File: config.mk
export PLATFORM = sky130hd
export DESIGN_NAME = video_pixel_unpack_flat
export DESIGN_NICKNAME = d
export VERILOG_FILES = /design/src/rtl/video_pixel_unpack_if.sv /design/src/rtl/video_pixel_unpack.sv /design/src/flat_wrapper.sv
export SDC_FILE = /design/constraint.sdc
export NUM_CORES = 1
export LEC_CHECK = 0
export BUFFER_PORTS_ARGS = -buffer_cell sky130_fd_sc_hd__buf_2
export CORE_MARGIN = 3
export CORE_UTILIZATION = 55
export CTS_BUF_LIST = sky130_fd_sc_hd__clkbuf_2 sky130_fd_sc_hd__clkbuf_4 sky130_fd_sc_hd__clkbuf_8
export DETAILED_ROUTE_END_ITERATION = 7
export HOLD_SLACK_MARGIN = 0.15
export PLACE_DENSITY_LB_ADDON = 0.1
export SETUP_SLACK_MARGIN = 0.02
export SLEW_MARGIN = 25
export SYNTH_ARGS = -nofsm -noshare
export SYNTH_HDL_FRONTEND = slang
export SYNTH_SLANG_ARGS = --single-unit
File: constraint.sdc
create_clock -name m_axis_vid_aclk -period 5.9 [get_ports m_axis_vid_aclk]
set_clock_uncertainty 0.2 [all_clocks]
set_input_delay 0.59 -clock m_axis_vid_aclk [delete_from_list [all_inputs] [get_ports m_axis_vid_aclk]]
set_output_delay 0.59 -clock m_axis_vid_aclk [all_outputs]
set_load 0.005 [all_outputs]
File: src/rtl/video_pixel_unpack_if.sv
// Stream bundle for video_pixel_unpack: packed-word input side (m_axis_vid_*)
// and unpacked-pixel output side (s_axis_vid_*).
interface video_pixel_unpack_if;
  logic [31:0] m_axis_vid_tdata;
  logic        m_axis_vid_tvalid;
  logic        m_axis_vid_tready;
  logic        m_axis_vid_tuser;
  logic        m_axis_vid_tlast;
  logic [31:0] s_axis_vid_tdata;
  logic        s_axis_vid_tvalid;
  logic        s_axis_vid_tready;
  logic        s_axis_vid_tuser;
  logic        s_axis_vid_tlast;

  // Unpacker side: consumes words, produces pixels.
  modport slave (
    input  m_axis_vid_tdata, m_axis_vid_tvalid, m_axis_vid_tuser, m_axis_vid_tlast,
    input  s_axis_vid_tready,
    output m_axis_vid_tready,
    output s_axis_vid_tdata, s_axis_vid_tvalid, s_axis_vid_tuser, s_axis_vid_tlast
  );

  // Surrounding logic: DMA word source and pixel sink.
  modport master (
    output m_axis_vid_tdata, m_axis_vid_tvalid, m_axis_vid_tuser, m_axis_vid_tlast,
    output s_axis_vid_tready,
    input  m_axis_vid_tready,
    input  s_axis_vid_tdata, s_axis_vid_tvalid, s_axis_vid_tuser, s_axis_vid_tlast
  );
endinterface

File: src/rtl/video_pixel_unpack.sv
// Unpacks 32-bit framebuffer words into {R,G,B,fill} pixels (32bpp / RGB565 / GREY8).
// Define VIDEO_UNPACK_GREY8_EN to enable GREY8 decode; otherwise mode 2 decodes as 32bpp.
module video_pixel_unpack #(
  parameter logic [7:0] ALPHA_FILL = 8'h00,
  parameter int         HI_FIRST   = 0
) (
  input  logic                        m_axis_vid_aclk,
  input  logic                        m_axis_vid_areset,
  input  logic [1:0]                  mode,
  video_pixel_unpack_if.slave         vid
);

  logic [31:0] r_word;
  logic [1:0]  r_mode;
  logic [1:0]  r_idx;
  logic        r_tuser;
  logic        r_tlast;
  logic        r_full;

  logic [1:0]  w_last_idx;
  logic [1:0]  w_slot;
  logic        w_last_px;
  logic        w_m_ready;
  logic        w_in_fire;
  logic        w_out_fire;
  logic [15:0] w_half;
  logic [4:0]  w_r5;
  logic [5:0]  w_g6;
  logic [4:0]  w_b5;
  logic [31:0] w_pixel;
`ifdef VIDEO_UNPACK_GREY8_EN
  logic [7:0]  w_grey;
`endif

  // Index of the final pixel in the held word; decided by the mode latched with it.
  always_comb begin
    w_last_idx = 2'd0;
    case (r_mode)
      2'd1:    w_last_idx = 2'd1;
`ifdef VIDEO_UNPACK_GREY8_EN
      2'd2:    w_last_idx = 2'd3;
`endif
      default: w_last_idx = 2'd0;
    endcase
  end

  assign w_last_px  = (r_idx == w_last_idx);
  assign w_slot     = (HI_FIRST != 0) ? (w_last_idx - r_idx) : r_idx;

  // Refill in the same cycle the last held pixel leaves, so 32bpp streams at full rate.
  assign w_m_ready  = !r_full | (vid.s_axis_vid_tready & w_last_px);
  assign w_in_fire  = vid.m_axis_vid_tvalid & w_m_ready;
  assign w_out_fire = r_full & vid.s_axis_vid_tready;

  always_ff @(posedge m_axis_vid_aclk or posedge m_axis_vid_areset) begin
    if (m_axis_vid_areset) begin
      r_word  <= 32'h0;
      r_mode  <= 2'd0;
      r_idx   <= 2'd0;
      r_tuser <= 1'b0;
      r_tlast <= 1'b0;
      r_full  <= 1'b0;
    end else if (w_in_fire) begin
      r_word  <= vid.m_axis_vid_tdata;
      r_mode  <= mode;
      r_tuser <= vid.m_axis_vid_tuser;
      r_tlast <= vid.m_axis_vid_tlast;
      r_full  <= 1'b1;
      r_idx   <= 2'd0;
    end else if (w_out_fire) begin
      if (w_last_px) begin
        r_full <= 1'b0;
      end else begin
        r_idx <= r_idx + 2'd1;
      end
    end
  end

  // RGB565 slots are only ever 0 or 1, so any nonzero slot picks the upper half.
  assign w_half = (w_slot != 2'd0) ? r_word[31:16] : r_word[15:0];
  assign w_r5   = w_half[4:0];
  assign w_g6   = w_half[10:5];
  assign w_b5   = w_half[15:11];
`ifdef VIDEO_UNPACK_GREY8_EN
  assign w_grey = r_word[{w_slot, 3'b000} +: 8];
`endif

  always_comb begin
    w_pixel = {r_word[23:0], ALPHA_FILL};
    case (r_mode)
      2'd1:    w_pixel = {w_r5, w_r5[4:2], w_g6, w_g6[5:4], w_b5, w_b5[4:2], ALPHA_FILL};
`ifdef VIDEO_UNPACK_GREY8_EN
      2'd2:    w_pixel = {w_grey, w_grey, w_grey, ALPHA_FILL};
`endif
      default: w_pixel = {r_word[23:0], ALPHA_FILL};
    endcase
  end

  assign vid.m_axis_vid_tready = w_m_ready;
  assign vid.s_axis_vid_tdata  = w_pixel;
  assign vid.s_axis_vid_tvalid = r_full;
  assign vid.s_axis_vid_tuser  = r_tuser & (r_idx == 2'd0);
  assign vid.s_axis_vid_tlast  = r_tlast & w_last_px;

endmodule

File: src/flat_wrapper.sv
// flat-port wrapper written by rule: the top's interface ports become plain ports
module video_pixel_unpack_flat 
#(
  parameter logic [7:0] ALPHA_FILL = 8'h00,
  parameter int         HI_FIRST   = 0
)
  (m_axis_vid_aclk, m_axis_vid_areset, mode, vid_m_axis_vid_tdata, vid_m_axis_vid_tvalid, vid_m_axis_vid_tuser, vid_m_axis_vid_tlast, vid_s_axis_vid_tready, vid_m_axis_vid_tready, vid_s_axis_vid_tdata, vid_s_axis_vid_tvalid, vid_s_axis_vid_tuser, vid_s_axis_vid_tlast);
  video_pixel_unpack_if vid_i ();
  input  logic m_axis_vid_aclk;
  input  logic m_axis_vid_areset;
  input  logic [1:0] mode;
  input wire logic [$bits(vid_i.m_axis_vid_tdata)-1:0] vid_m_axis_vid_tdata;
  input wire logic [$bits(vid_i.m_axis_vid_tvalid)-1:0] vid_m_axis_vid_tvalid;
  input wire logic [$bits(vid_i.m_axis_vid_tuser)-1:0] vid_m_axis_vid_tuser;
  input wire logic [$bits(vid_i.m_axis_vid_tlast)-1:0] vid_m_axis_vid_tlast;
  input wire logic [$bits(vid_i.s_axis_vid_tready)-1:0] vid_s_axis_vid_tready;
  output wire logic [$bits(vid_i.m_axis_vid_tready)-1:0] vid_m_axis_vid_tready;
  output wire logic [$bits(vid_i.s_axis_vid_tdata)-1:0] vid_s_axis_vid_tdata;
  output wire logic [$bits(vid_i.s_axis_vid_tvalid)-1:0] vid_s_axis_vid_tvalid;
  output wire logic [$bits(vid_i.s_axis_vid_tuser)-1:0] vid_s_axis_vid_tuser;
  output wire logic [$bits(vid_i.s_axis_vid_tlast)-1:0] vid_s_axis_vid_tlast;
  assign vid_i.m_axis_vid_tdata = vid_m_axis_vid_tdata;
  assign vid_i.m_axis_vid_tvalid = vid_m_axis_vid_tvalid;
  assign vid_i.m_axis_vid_tuser = vid_m_axis_vid_tuser;
  assign vid_i.m_axis_vid_tlast = vid_m_axis_vid_tlast;
  assign vid_i.s_axis_vid_tready = vid_s_axis_vid_tready;
  assign vid_m_axis_vid_tready = vid_i.m_axis_vid_tready;
  assign vid_s_axis_vid_tdata = vid_i.s_axis_vid_tdata;
  assign vid_s_axis_vid_tvalid = vid_i.s_axis_vid_tvalid;
  assign vid_s_axis_vid_tuser = vid_i.s_axis_vid_tuser;
  assign vid_s_axis_vid_tlast = vid_i.s_axis_vid_tlast;
  video_pixel_unpack #(.ALPHA_FILL(ALPHA_FILL), .HI_FIRST(HI_FIRST)) u_core (.m_axis_vid_aclk(m_axis_vid_aclk), .m_axis_vid_areset(m_axis_vid_areset), .mode(mode), .vid(vid_i));
endmodule
Word-level counts from Yosys, hierarchy flattened
Index checks and enable logic that the tools add are counted.
{"block": "classes", "n_addsub": 1, "multipliers": 0, "div_mod_pow": 0, "n_lt_le_gt_ge": 0, "n_eq_ne": 3, "n_shift": 0, "mux": 9, "bitwise_logic": 6, "reduce_logical": 7}
{"cell": "$mux W32", "count": 1}
{"cell": "$mux W16", "count": 1}
{"cell": "$mux W2", "count": 3}
{"cell": "$reduce_bool A2 Y1", "count": 3}
{"cell": "$and A1 B1 Y1", "count": 5}
{"cell": "$mux W1", "count": 4}
{"cell": "$reduce_and A2 Y1", "count": 2}
{"cell": "$add A2 B1 Y2 const B", "count": 1}
{"cell": "$eq A2 B1 Y1", "count": 1}
{"cell": "$eq A2 B1 Y1 const B", "count": 1}
{"cell": "$logic_not A2 Y1", "count": 1}
{"cell": "$ne A2 B2 Y1 const B", "count": 1}
{"cell": "$logic_not A1 Y1", "count": 1}
{"cell": "$or A1 B1 Y1", "count": 1}
{"block": "word_totals", "ff_bits": 39, "latch_bits": 0, "mem_bits_rw": 0, "rom_bits": 0, "inputBits": 40, "out_inout_bits": 36, "elab_cells": 32, "memories": 0}

Logic depth before layout (Yosys ltp)
Gate-level depths: netlist of the first run.
{"block": "logic_depth", "ltp_word": 8, "ltp_mapped": 7, "depth_no_buf": 5}

Worst setup path after synthesis of the first run
Ideal clock, no wire load.
{"block": "synth_path", "kind": "register to output", "from": "register u_core.r_idx[0]", "to": "output port vid_s_axis_vid_tdata[25]", "t_arrival_ns": 1.690, "slack_ns": 3.420, "stages_incl_launch_ff": 8, "n_path_buf": 2, "cell_sequence": "dfrtp_1 -> inv_1 -> ha_1 -> clkbuf_1 -> buf_2 -> mux2i_1 -> nand2_1 -> o21a_1"}
{"block": "synth_via", "elab_chain_cells": 3}
{"item": "start, declared", "line": "video_pixel_unpack.sv:15", "text": "logic [1:0] r_idx;"}
{"item": "start signal, assigned", "line": "video_pixel_unpack.sv:74", "text": "r_idx <= r_idx + 2'd1;"}
{"item": "$reduce_bool A2 Y1", "line": "video_pixel_unpack.sv:80", "text": "assign w_half = (w_slot != 2'd0) ? r_word[31:16] : r_word[15:0];"}
{"item": "$mux W16", "line": "video_pixel_unpack.sv:80"}
{"item": "$mux W32", "line": "video_pixel_unpack.sv:90", "text": "case (r_mode)"}
{"item": "end, declared", "line": "flat_wrapper.sv:18", "text": "output wire logic [$bits(vid_i.s_axis_vid_tdata)-1:0] vid_s_axis_vid_tdata;"}
No other way between the ends.

Worst setup path in the final report of the first run
{"block": "layout_path", "from": "register u_core.r_idx[0]", "to": "output port vid_s_axis_vid_tdata[15]"}
The elaborated chain is that of the path after synthesis.

==> results.json, run 1 <==
{
  "io-pin-count": 76,
  "status": "finished clean",
  "post-route-drc-count": 0,
  "finalSetupViolations": 0,
  "layout_min_cycle_time_ns": 3.14,
  "startpoint": "u_core.r_idx[0]",
  "ir_worst_vdd_v": 0.000316,
  "fp.dieW_microns": 71.6,
  "cp_max_fo": 17,
  "fp.coreArea_sq_um": 4090,
  "arrival_ns": 2.35,
  "numCtsBuffers": 5,
  "synth_top_area_frac": 0.412,
  "hold_buffers": 0,
  "synthesis.area_sq_um": 2370,
  "place_ws_ns": 2.89,
  "initial_core_util": 0.580,
  "firstDrtPassIters": 4,
  "slowest_stage": "ha_1",
  "cp.required_ns": 5.11,
  "num-fill-cells": 344,
  "setup_ws_ns": 2.76,
  "syn_inst": 247,
  "grt_pass1_wl_mm": 9.25,
  "finalCritPeriodShare": 0.532,
  "syn2layout_area_growth_pct": 15.5,
  "clk_pin_slew_ns": 0.07,
  "hold_path_class": "in2async",
  "max_stage_delay_ns": 0.84,
  "dp_hpwl_mm": 3.88,
  "slew_headroom": 0.316,
  "wl_per_cell_microns": 15.5,
  "grt_pass1_vias": 1888,
  "syn-mean-instance-area_sq_um": 9.59,
  "synth_top_cell_by_area": "dfrtp_1",
  "cap_violations": 0,
  "drt_iter0_markers": 117,
  "synth_warnings": 0,
  "track_usage": 0.229,
  "rows": 23,
  "cts_tree": "yes",
  "cts_setup_buffers": 0,
  "maxSlewViolCount": 0,
  "p_per_area_nw_per_um2": 554,
  "io_buffer_count": 67,
  "die_area_sq_um": 5130,
  "rsz0062_at_grt": "no",
  "clk_latency_ns": 0.29,
  "antenna_found_initial": 0,
  "h-tree-depth": 2,
  "cp-start-kind": "flop",
  "fin_cells": 353,
  "route.vias.total": 1996,
  "max-clock-path-buffers": 2,
  "gr-total-overflow": 0,
  "hold_viol": 0,
  "tightest_slew_ns": 1.03,
  "leakagePower_nw": 1.44,
  "die_h_microns": 71.6,
  "cts.sinks": 39,
  "cts_resized": 0,
  "fin_setup_tns_ns": 0,
  "antenna_left": 0,
  "rrSetupSlack_ns": 3.27,
  "finalPower_w": 0.00152,
  "crit_path_end": "vid_s_axis_vid_tdata[15]",
  "numPlacedInstances": 345,
  "rr_worst_depth": 5,
  "drive_above_1_share": 0.323,
  "cts_root_buffer": "clkbuf_8",
  "multi_input_area_sq_um": 1230,
  "cp_num_buf_inv": 2,
  "path_cells": "inv_1 -> ha_1 -> mux2i_1 -> nand2_1 -> o21a_1 -> buf_2",
  "end_kind": "output pin",
  "r2r-start": "u_core.r_mode[1]",
  "nNetsFinal": 343,
  "routed_wl_mm": 5.48,
  "ys_types": 27,
  "vias_per_cell": 5.65,
  "seq_area_frac_synth": 0.412,
  "cp.depth": 6,
  "antenna_cells": 0,
  "seq_area_sq_um": 976,
  "synth_area_leaders": "dfrtp_1 41%, mux2i_1 7.6%, mux2_4 7.0%",
  "routabilityCongestion": 0.862,
  "grt_max_degree": 46,
  "synth_seq_cells": 39,
  "fmax_ghz": 0.319,
  "path_delay_family": "adder cells",
  "worstSetupPathType": "reg2out",
  "r2r-end": "u_core.r_word[18]"
}
where the power goes:
| group | total [W] | internal [W] | switching [W] |
|---|---|---|---|
| clock network | 0.000181 | 0.0000921 | 0.0000889 |
| registers | 0.000519 | 0.000399 | 0.000120 |
| logic | 0.000817 | 0.000440 | 0.000376 |
| total | 0.00152 | 0.000932 | 0.000585 |
layout make-up:
class                      count  share of cell area
clock buffer                   7              0.0306
tap                           50              0.0229
timing repair buffer          70               0.131
multi-input combinational    180               0.449
sequential                    39               0.357
inverter                       6             0.00823
clock inverter                 1             0.00183
synthesized netlist by cell type:
cell type and n:
a21o_1 20, a32o_1 1, and2_1 2, dfrtp_1 39, buf_6 2, ha_1 1, inv_1 6, clkbuf_1 15
o21a_1 16, o22ai_1 19, mux2_2 7, conb_1 1, nor2b_1 2, a31oi_1 1, buf_8 1, buf_4 9
o22a_1 1, mux2_4 11, a21oi_1 8, a21oi_2 1, nor2_1 11, buf_2 2, nand3_1 19, xnor2_1 1
nand2_1 31, o21ai_0 2, mux2i_1 18
logic make-up after synthesis:
family                     Yosys count  share of synthesized area
AOI/OAI and AO/OA                   69                      0.200
xor gates and xnor gates             1                    0.00370
adders and majority gates            1                    0.00528
buffers and inverters               35                     0.0818
DFF                                 39                      0.412
muxes                               36                      0.179
other                                1                    0.00158
and+or+nand+nor                     65                      0.117
through the flow:
stage                     hold slack [ns]  area [sq um]   util
after global placement              0.261          2650  0.648
after floorplan                     0.242          2400      -
after CTS                           0.232          2740  0.670
after detailed placement            0.266          2650  0.648
after global routing                0.252          2740  0.670
final                               0.214          2740  0.670
tightest hold or removal path, cell delays in order:
cell	delay (ns)
buf_2	0.09
inv_1	0.04
buf_4	0.42
cell usage in the layout (no fill, tap or decap):
cell type / count
a21o_1: 20
a21oi_1: 8
a21oi_2: 1
a31oi_1: 1
a32o_1: 1
and2_1: 2
buf_2: 67
buf_4: 3
clkbuf_4: 2
clkbuf_8: 5
clkinv_2: 1
conb_1: 8
dfrtp_1: 39
ha_1: 1
inv_1: 6
mux2_2: 7
mux2_4: 11
mux2i_1: 18
nand2_1: 31
nand3_1: 19
nor2_1: 11
nor2b_1: 1
nor2b_2: 1
o21a_1: 16
o21ai_0: 2
o22a_1: 1
o22ai_1: 19
xnor2_1: 1
worst min-delay path by stage:
stage,from,endpoint,slack (ns),depth (start not counted)
global placement,u_core.r_mode[0],u_core.r_mode[0],0.26,1
finish,m_axis_vid_areset,u_core.r_word[17],0.21,3
CTS,m_axis_vid_areset,u_core.r_word[11],0.23,3
global route,m_axis_vid_areset,u_core.r_word[17],0.25,3
detailed placement,u_core.r_mode[0],u_core.r_mode[0],0.27,1
floorplan,u_core.r_mode[0],u_core.r_mode[0],0.24,1
flip-flops by register name, indices dropped and copies added, names as in the netlist:
signal / count
u_core.r_idx: 2
u_core.r_tlast: 1
u_core.vid.s_axis_vid_tvalid: 1
u_core.r_tuser: 1
u_core.r_mode: 2
u_core.r_word: 32
metal layers:
metal,track usage,vias to the layer above,share of wire
met3,0.0463,4,0.058
li1,-,960,-
met4,0.0501,0,0.0080
met2,0.357,68,0.49
met5,0,-,0
met1,0.331,964,0.45
No activity file was read; power rests on OpenSTA's default activity.
==> inputs of run 2 (changes only) <==
CORE_UTILIZATION = 48   (was 55)
clock period = 2.85 ns   (was 5.9 ns; I/O delays follow)
==> results.json, run 2 (synthesized netlist as in run 1, its figures left out) <==
{
  "status": "finished clean",
  "grt_pass1_wl_mm": 9.63,
  "max-clock-path-buffers": 2,
  "largest_register_ffs": 32,
  "clk_latency_ns": 0.28,
  "r2r-start": "u_core.r_idx[0]",
  "worstSetupPathType": "reg2out",
  "finalSetupViolations": 0,
  "fin_cells": 393,
  "cts_tree": "yes",
  "rows": 24,
  "vias_per_cell": 5.12,
  "numPlacedInstances": 366,
  "antenna_found_initial": 0,
  "io-pin-count": 76,
  "cp.required_ns": 2.37,
  "hold_path_end": "u_core.vid.s_axis_vid_tvalid",
  "rsz0062_at_grt": "no",
  "max_flop_register": "u_core.r_word",
  "min_from": "vid_s_axis_vid_tready",
  "clk_pin_slew_ns": 0.07,
  "end_kind": "output pin",
  "drive_above_1_share": 0.317,
  "maxSlewViolCount": 0,
  "initial_core_util": 0.519,
  "cts_setup_buffers": 0,
  "leakagePower_nw": 1.55,
  "tightest_slew_ns": 0.924,
  "cap_violations": 0,
  "routabilityCongestion": 0.740,
  "slew_headroom": 0.384,
  "finalCritPeriodShare": 0.872,
  "layout_min_cycle_time_ns": 2.49,
  "rr_worst_depth": 4,
  "final_common_cell": "buf_2",
  "antenna_left": 0,
  "io_buffer_count": 67,
  "cp-start-kind": "flop",
  "route.vias.total": 2011,
  "track_usage": 0.203,
  "wl_per_cell_microns": 14.4,
  "cts_resized": 0,
  "fp.dieW_microns": 76.3,
  "cp_max_fo": 44,
  "post-route-drc-count": 0,
  "syn2layout_area_growth_pct": 26.8,
  "hold_path_class": "in2reg",
  "fp.coreArea_sq_um": 4560,
  "numCtsBuffers": 5,
  "nNetsFinal": 368,
  "die_area_sq_um": 5820,
  "dp_hpwl_mm": 3.91,
  "antenna_cells": 0,
  "cts_root_buffer": "clkbuf_8",
  "final_cell_mix": "67 x buf_2, 39 x dfrtp_1, 31 x nand2_1, 20 x a21o_1",
  "cts.sinks": 39,
  "hold_viol": 0,
  "grt_max_degree": 45,
  "r2r-end": "u_core.r_word[15]",
  "hold_buffers": 19,
  "die_h_microns": 76.3,
  "routed_wl_mm": 5.66,
  "min_delay_path_depth": 4,
  "gr-total-overflow": 0,
  "ir_worst_vdd_v": 0.000585,
  "fmax_ghz": 0.402,
  "fin_setup_tns_ns": 0,
  "grt_pass1_vias": 1943,
  "rrSetupSlack_ns": 0.59,
  "largestRegisters": "u_core.r_word x32, u_core.r_idx x2, u_core.r_mode x2",
  "drt_iter0_markers": 55,
  "h-tree-depth": 2,
  "finalPower_w": 0.00323,
  "p_per_area_nw_per_um2": 1080,
  "arrival_ns": 2.00,
  "firstDrtPassIters": 4
}
[run 2: cell types whose count changed in the layout (fill, tap and decap cells not counted)]
cell / change
buf_4: +6
dlygate4sd3_1: +19
clkinv_2: -1
clkbuf_4: -2
clkinvlp_4: +1
clkbuf_8: +2
[run 2: power by group]
group | internal, W | switching [W]
clock network | 0.000220 | 0.000192
logic | 0.000954 | 0.000817
registers | 0.000827 | 0.000223
total | 0.00200 | 0.00123
[run 2: worst max-delay path by stage]
stage / from / endpoint / slack [ns] / depth (start not counted)
after global routing: u_core.r_mode[1] / vid_m_axis_vid_tready / 0.17 / 6
final: u_core.r_mode[1] / vid_m_axis_vid_tready / 0.36 / 6
after detailed placement: u_core.r_idx[0] / u_core.r_word[19] / 0.58 / 4
after floorplan: u_core.r_idx[0] / vid_s_axis_vid_tdata[25] / 0.68 / 7
after global placement: u_core.r_idx[0] / u_core.r_word[18] / 0.66 / 4
after CTS: u_core.r_mode[1] / vid_m_axis_vid_tready / 0.34 / 6
[run 2: critical path: stages (launching register included)]
cell,delay [ns]
dfrtp_1,0.39
nor2b_2,0.15
buf_4,0.39
mux2i_1,0.28
buf_4,0.22
o21ai_0,0.12
buf_2,0.16
[run 2: area by class of cell]
class / count / area [sq um]
clock buffers: 7 / 96.3
clock inverters: 1 / 7.51
fillers: 420 / 1560
inverters: 6 / 22.5
multi-input cells: 180 / 1230
flip-flops and latches: 39 / 976
well taps: 65 / 81.3
repair buffers: 95 / 593
[run 2: stage by stage]
stage	worst slack (ns)	hold slack, ns	utilization	instance area, sq um
after floorplan	0.675	0.212	-	2400
after global placement	0.657	0.232	0.594	2710
after detailed placement	0.583	0.233	0.594	2710
after CTS	0.338	0.191	0.658	3010
after global routing	0.172	0.209	0.658	3010
final	0.364	0.189	0.658	3010
[run 2: routing by layer]
| metal | wire, microns | share of wire | track usage |
|---|---|---|---|
| met1 | 2830 | 0.50 | 0.295 |
| met2 | 2520 | 0.44 | 0.308 |
| met3 | 266 | 0.047 | 0.0473 |
| met4 | 43 | 0.0076 | 0.0435 |
| met5 | 0 | 0 | 0 |
